File: src/rtl/alu_cmd_sequencer.sv
// alu_cmd_sequencer: initiator side of the 16-bit ALU interface.
// Accepts one command at a time, drives the combinational ALU for a per-op latency,
// registers result/cc, hands them back over a valid/ready response port and keeps an
// architectural {N,Z,C,V} flags register for branch-condition evaluation.
// Optional feature: define STICKY_OVF_EN to make flags_q[0] (V) sticky until ovf_clr/reset.
module alu_cmd_sequencer #(
    parameter int unsigned BASE_LAT = 1,
    parameter int unsigned MUL_LAT  = 2
) (
    input  logic        clk,
    input  logic        reset,
    // command port
    input  logic        req_valid,
    output logic        req_ready,
    input  logic [3:0]  req_op,
    input  logic [15:0] req_a,
    input  logic [15:0] req_b,
    // response port
    output logic        rsp_valid,
    input  logic        rsp_ready,
    output logic [15:0] rsp_result,
    output logic [3:0]  rsp_cc,
    output logic        rsp_err,
    // ALU side
    output logic [15:0] alu_valA,
    output logic [15:0] alu_valB,
    output logic [3:0]  alu_aluop,
    output logic        alu_sub,
    input  logic [15:0] alu_result,
    input  logic [3:0]  alu_cc,
    // flags / branch condition
    output logic [3:0]  flags_q,
    input  logic [2:0]  cond_sel,
    output logic        cond_true,
    input  logic        ovf_clr
);

    localparam int unsigned MaxLat = (MUL_LAT > BASE_LAT) ? MUL_LAT : BASE_LAT;
    localparam int unsigned CntW   = $clog2(MaxLat + 1);

    localparam logic [3:0] OpAdd  = 4'b0001;
    localparam logic [3:0] OpSub  = 4'b0010;
    localparam logic [3:0] OpShl  = 4'b0101;
    localparam logic [3:0] OpShar = 4'b0110;
    localparam logic [3:0] OpShlr = 4'b0111;
    localparam logic [3:0] OpRl   = 4'b1000;
    localparam logic [3:0] OpRr   = 4'b1001;
    localparam logic [3:0] OpAnd  = 4'b1011;
    localparam logic [3:0] OpOr   = 4'b1100;
    localparam logic [3:0] OpXor  = 4'b1101;
    localparam logic [3:0] OpNot  = 4'b1110;
    localparam logic [3:0] OpMul  = 4'b1111;

    typedef enum logic [1:0] {
        StIdle = 2'b00,
        StExec = 2'b01,
        StResp = 2'b10
    } state_e;

    state_e            state_q, state_d;
    logic [3:0]        op_q, op_d;
    logic [15:0]       a_q, a_d;
    logic [15:0]       b_q, b_d;
    logic [CntW-1:0]   cnt_q, cnt_d;
    logic [15:0]       rsp_result_q, rsp_result_d;
    logic [3:0]        rsp_cc_q, rsp_cc_d;
    logic              rsp_err_q, rsp_err_d;
    logic [3:0]        flags_d;
    logic              req_legal;

    // Opcode legality decode; the four unused encodings bypass the ALU entirely.
    always_comb begin
        req_legal = 1'b0;
        unique case (req_op)
            OpAdd, OpSub, OpShl, OpShar, OpShlr, OpRl, OpRr,
            OpAnd, OpOr, OpXor, OpNot, OpMul: req_legal = 1'b1;
            default:                          req_legal = 1'b0;
        endcase
    end

    // State register and datapath flops; synchronous reset drops any in-flight op.
    always_ff @(posedge clk) begin
        if (reset) begin
            state_q      <= StIdle;
            op_q         <= 4'b0000;
            a_q          <= 16'h0000;
            b_q          <= 16'h0000;
            cnt_q        <= '0;
            rsp_result_q <= 16'h0000;
            rsp_cc_q     <= 4'b0000;
            rsp_err_q    <= 1'b0;
            flags_q      <= 4'b0000;
        end else begin
            state_q      <= state_d;
            op_q         <= op_d;
            a_q          <= a_d;
            b_q          <= b_d;
            cnt_q        <= cnt_d;
            rsp_result_q <= rsp_result_d;
            rsp_cc_q     <= rsp_cc_d;
            rsp_err_q    <= rsp_err_d;
            flags_q      <= flags_d;
        end
    end

    // Next-state logic: accept in IDLE, count down in EXEC, capture on the last EXEC cycle.
    always_comb begin
        state_d      = state_q;
        op_d         = op_q;
        a_d          = a_q;
        b_d          = b_q;
        cnt_d        = cnt_q;
        rsp_result_d = rsp_result_q;
        rsp_cc_d     = rsp_cc_q;
        rsp_err_d    = rsp_err_q;
        flags_d      = flags_q;

        unique case (state_q)
            StIdle: begin
                if (req_valid) begin
                    op_d = req_op;
                    a_d  = req_a;
                    b_d  = req_b;
                    if (req_legal) begin
                        cnt_d   = (req_op == OpMul) ? CntW'(MUL_LAT) : CntW'(BASE_LAT);
                        state_d = StExec;
                    end else begin
                        // Illegal op answers immediately with an error and zero payload.
                        rsp_result_d = 16'h0000;
                        rsp_cc_d     = 4'b0000;
                        rsp_err_d    = 1'b1;
                        state_d      = StResp;
                    end
                end
            end
            StExec: begin
                cnt_d = cnt_q - CntW'(1);
                if (cnt_q == CntW'(1)) begin
                    rsp_result_d = alu_result;
                    rsp_cc_d     = alu_cc;
                    rsp_err_d    = 1'b0;
`ifdef STICKY_OVF_EN
                    flags_d      = {alu_cc[3:1], flags_q[0] | alu_cc[0]};
`else
                    flags_d      = alu_cc;
`endif
                    state_d      = StResp;
                end
            end
            StResp: begin
                if (rsp_ready) begin
                    state_d = StIdle;
                end
            end
            default: begin
                state_d = StIdle;
            end
        endcase

`ifdef STICKY_OVF_EN
        // Clear has priority over a same-cycle capture that would set V.
        if (ovf_clr) begin
            flags_d[0] = 1'b0;
        end
`endif
    end

`ifndef STICKY_OVF_EN
    logic unused_ovf_clr;
    assign unused_ovf_clr = ovf_clr;
`endif

    // Handshake and ALU drive; the ALU only sees the latched command while in EXEC.
    always_comb begin
        req_ready = (state_q == StIdle);
        rsp_valid = (state_q == StResp);
        alu_valA  = 16'h0000;
        alu_valB  = 16'h0000;
        alu_aluop = 4'b0000;
        alu_sub   = 1'b0;
        if (state_q == StExec) begin
            alu_valA  = a_q;
            alu_valB  = b_q;
            alu_aluop = op_q;
            alu_sub   = (op_q == OpSub);
        end
    end

    assign rsp_result = rsp_result_q;
    assign rsp_cc     = rsp_cc_q;
    assign rsp_err    = rsp_err_q;

    // Branch condition evaluated on the architectural flags {N,Z,C,V}.
    always_comb begin
        cond_true = 1'b0;
        unique case (cond_sel)
            3'd0: cond_true = 1'b1;
            3'd1: cond_true = flags_q[2];
            3'd2: cond_true = ~flags_q[2];
            3'd3: cond_true = flags_q[3] ^ flags_q[0];
            3'd4: cond_true = ~(flags_q[3] ^ flags_q[0]);
            3'd5: cond_true = flags_q[1];
            3'd6: cond_true = flags_q[0];
            3'd7: cond_true = flags_q[3];
            default: cond_true = 1'b0;
        endcase
    end

endmodule

File: config.mk
export PLATFORM = sky130hd
export DESIGN_NAME = alu_cmd_sequencer
export DESIGN_NICKNAME = d
export VERILOG_FILES = /design/src/rtl/alu_cmd_sequencer.sv
export SDC_FILE = /design/constraint.sdc
export NUM_CORES = 1
export LEC_CHECK = 0
export CORE_ASPECT_RATIO = 1.5
export CORE_MARGIN = 1.5
export CORE_UTILIZATION = 42
export DETAILED_ROUTE_END_ITERATION = 8
export PLACE_DENSITY_LB_ADDON = 0.08
export SLEW_MARGIN = 20
export SYNTH_ARGS = -nofsm -noshare
export SYNTH_HDL_FRONTEND = slang
export SYNTH_SLANG_ARGS = --single-unit
File: constraint.sdc
create_clock -name clk -period 1.7 [get_ports clk]
set_input_delay 0.17 -clock clk [delete_from_list [all_inputs] [get_ports clk]]
set_output_delay 0.17 -clock clk [all_outputs]
set_load 0.05 [all_outputs]
==> flow_metrics.tcl <==
set metrics [dict create \
    outcome "finished clean" \
    clockRootBuffer "clkbuf_8" \
    post-dp-hpwl_um 5090 \
    cp_cell_sequence "xor2_2 > a211oi_1 > a311oi_1 > a21o_1 > buf_6" \
    start_util 0.4330 \
    final_cell_area_um2 4579 \
    critPathSlowestCell "dfxtp_4" \
    hold_viol 0 \
    die_w_um 71.39 \
    wl_per_cell_um 13.22 \
    yosysUniqueCellTypes 43 \
    placed_area_um2 4295 \
    cts_hold_buffers 0 \
    drtPass1Iterations 4 \
    fin_nets 543 \
    ys_seq_area_frac 0.4416 \
    clock-sinks 65 \
    post-route-util 0.6729 \
    synth_top_area_frac 0.4416 \
    setup_viol 0 \
    peakVddDrop_uv 498.8 \
    critPathBufInv 1 \
    fin_setup_tns_ns 0 \
    syn_inst 337 \
    drv_slew 0 \
    finalCritPeriodShare 0.9858 \
    yosys_warnings 0 \
    synth_seq_cells 65 \
    rows 37 \
    place_congestion 0.7774 \
    drc 0 \
    ant_nets 0 \
    wirelength_um 7376 \
    maxSlewHeadroom 0.6533 \
    synthArstFlopShare 0 \
    cp_slowest_stage_delay_ns 0.36 \
    crit_arrival_ns 1.51 \
    placed_cells 537 \
    stdcell_count 558 \
    synth_area_um2 2947 \
    crit_type "flip-flop to output port" \
    finalClockSkew_ns 0.01166 \
    dieHeight_um 105.6 \
    synth_edf_count 0 \
    max_freq_ghz 0.5967 \
    ioPinCount 129 \
    grt_pass1_vias 2645 \
    drtIter0Drc 149 \
    drv_cap 0 \
    worstHoldPathType "input pin to flip-flop" \
    grt_max_degree 37 \
    yosys.area.top_type "dfxtp_1" \
    vias 2818 \
    end_kind "output port" \
    antenna_found_initial 0 \
    netlist_top_cells_area "dfxtp_1 44%, nand2_1 9.4%, and2_1 7.6%" \
    viasPerCell 5.050 \
    clkTransAtPathRegs_ns 0.07 \
    critPathRequiredTime_ns 1.53 \
    io_buffers 127 \
    yosys-top-cells-count "74 x nand2_1, 65 x dfxtp_1, 40 x a21oi_1" \
    path_delay_family "compound AO/OA/AOI/OAI gates" \
    total_power_w 0.003886 \
    grt_pass1_wl_um 11870 \
    worstMarginPinSlew_ns 0.5200 \
    htree_num_levels 3 \
    grt_use_total 0.1972 \
    overflow 0 \
    antenna_cells 0 \
    critPathMaxFanout 4 \
    synthFlopType "dfxtp_1" \
    dieArea_um2 7538 \
    grt_setup_unrepaired "yes" \
    drive_gt1_frac 0.2313 \
    startpoint_type "flip-flop" \
    power.density_nw_per_um2 848.6 \
    postSynthAreaPerCell_um2 8.744 \
    cts_buffers 9 \
    core_area_um2 6805 \
    syn_to_final_growth_pct 55.41 \
    insertion_delay_ns 0.34 \
    period_minus_slack_ns 1.676 \
    clk_path_buf_depth 2 \
    cts_tree "yes" \
    leakage_nw 2.034 \
    syn-num-nets 405 \
    post-synth-top-count-cell "nand2_1" \
]
[cell usage in the layout, fill, tap and decap left out, types with 3 or more instances in the layout]
master,n
a22oi_1,20
o2bb2ai_2,6
dlygate4sd2_1,13
dfxtp_1,61
clkbuf_1,3
nor2b_4,3
buf_4,61
clkbuf_8,11
and2_1,35
nor2_1,7
o2bb2ai_1,14
mux2i_1,4
nor3_1,3
inv_1,7
dlymetal6s2s_1,8
dfxtp_4,4
ha_1,4
buf_12,6
clkdlybuf4s50_1,59
nand2_1,74
a21oi_1,40
[what timing repair did]
action / CTS / global route
buffers inserted: 2 / 3
pin swaps: 3 / 4
resized for setup: 24 / 17
setup endpoints to repair: 50 / 35
[flip-flops by register name, indices dropped and copies added, names as in the netlist]
signal / flops
cnt_q: 2
rsp_err: 1
state_q: 2
op_q: 4
flags_q: 4
rsp_cc: 4
b_q: 16
rsp_result: 16
a_q: 16
[cell type report]
type	count	area [um^2]
Clock inverter	2	12.51
Inverter	9	33.78
Sequential cell	65	1316
Tap cell	78	97.59
Multi-Input combinational cell	239	1531
Fill cell	617	2226
Timing Repair Buffer	151	1425
Clock buffer	14	162.7
[metrics by stage]
stage | setup slack [ns] | hold slack (ns)
floorplan | -0.02917 | 0.3060
global placement | -0.3035 | 0.4373
detailed placement | -0.3649 | 0.4426
CTS | -0.01001 | 0.2823
global route | -0.05528 | 0.2745
finish | 0.02418 | 0.2556
[power by group]
part           switching (W)  internal, W
sequential         0.0000657      0.00163
clock               0.000558     0.000609
combinational       0.000579     0.000444
total                0.00120      0.00268
[tightest hold or removal path, delay by kind of cell]
family	cells	cell delay [ns]
buf+inv	2	0.24
compound gates	1	0.10
simple gates	1	0.04
[cells by family after synthesis]
logic type / synth area share
AO/OA/AOI/OAI: 0.2323
XOR/XNOR: 0.002973
adder cells (fa/ha/maj): 0.01699
buffers and inverters: 0.05860
flip-flops: 0.4416
multiplexers: 0.01741
AND/OR/NAND/NOR: 0.2302
[final timing paths]
path	startpoint	to	slack [ns]	cells after the start
max	flags_q[0]	cond_true	0.02	5
min	req_op[1]	op_q[1]	0.26	4
max reg2reg	state_q[0]	rsp_result[1]	0.21	6
min reg2reg	b_q[14]	b_q[14]	0.45	2
[metal layers]
layer / global-route usage / routed length, um
met1: 0.2173 / 2977
met2: 0.3366 / 3740
met5: 0 / 0
met3: 0.07457 / 521
met4: 0.07682 / 136
Power figures use the tool's default switching activity.
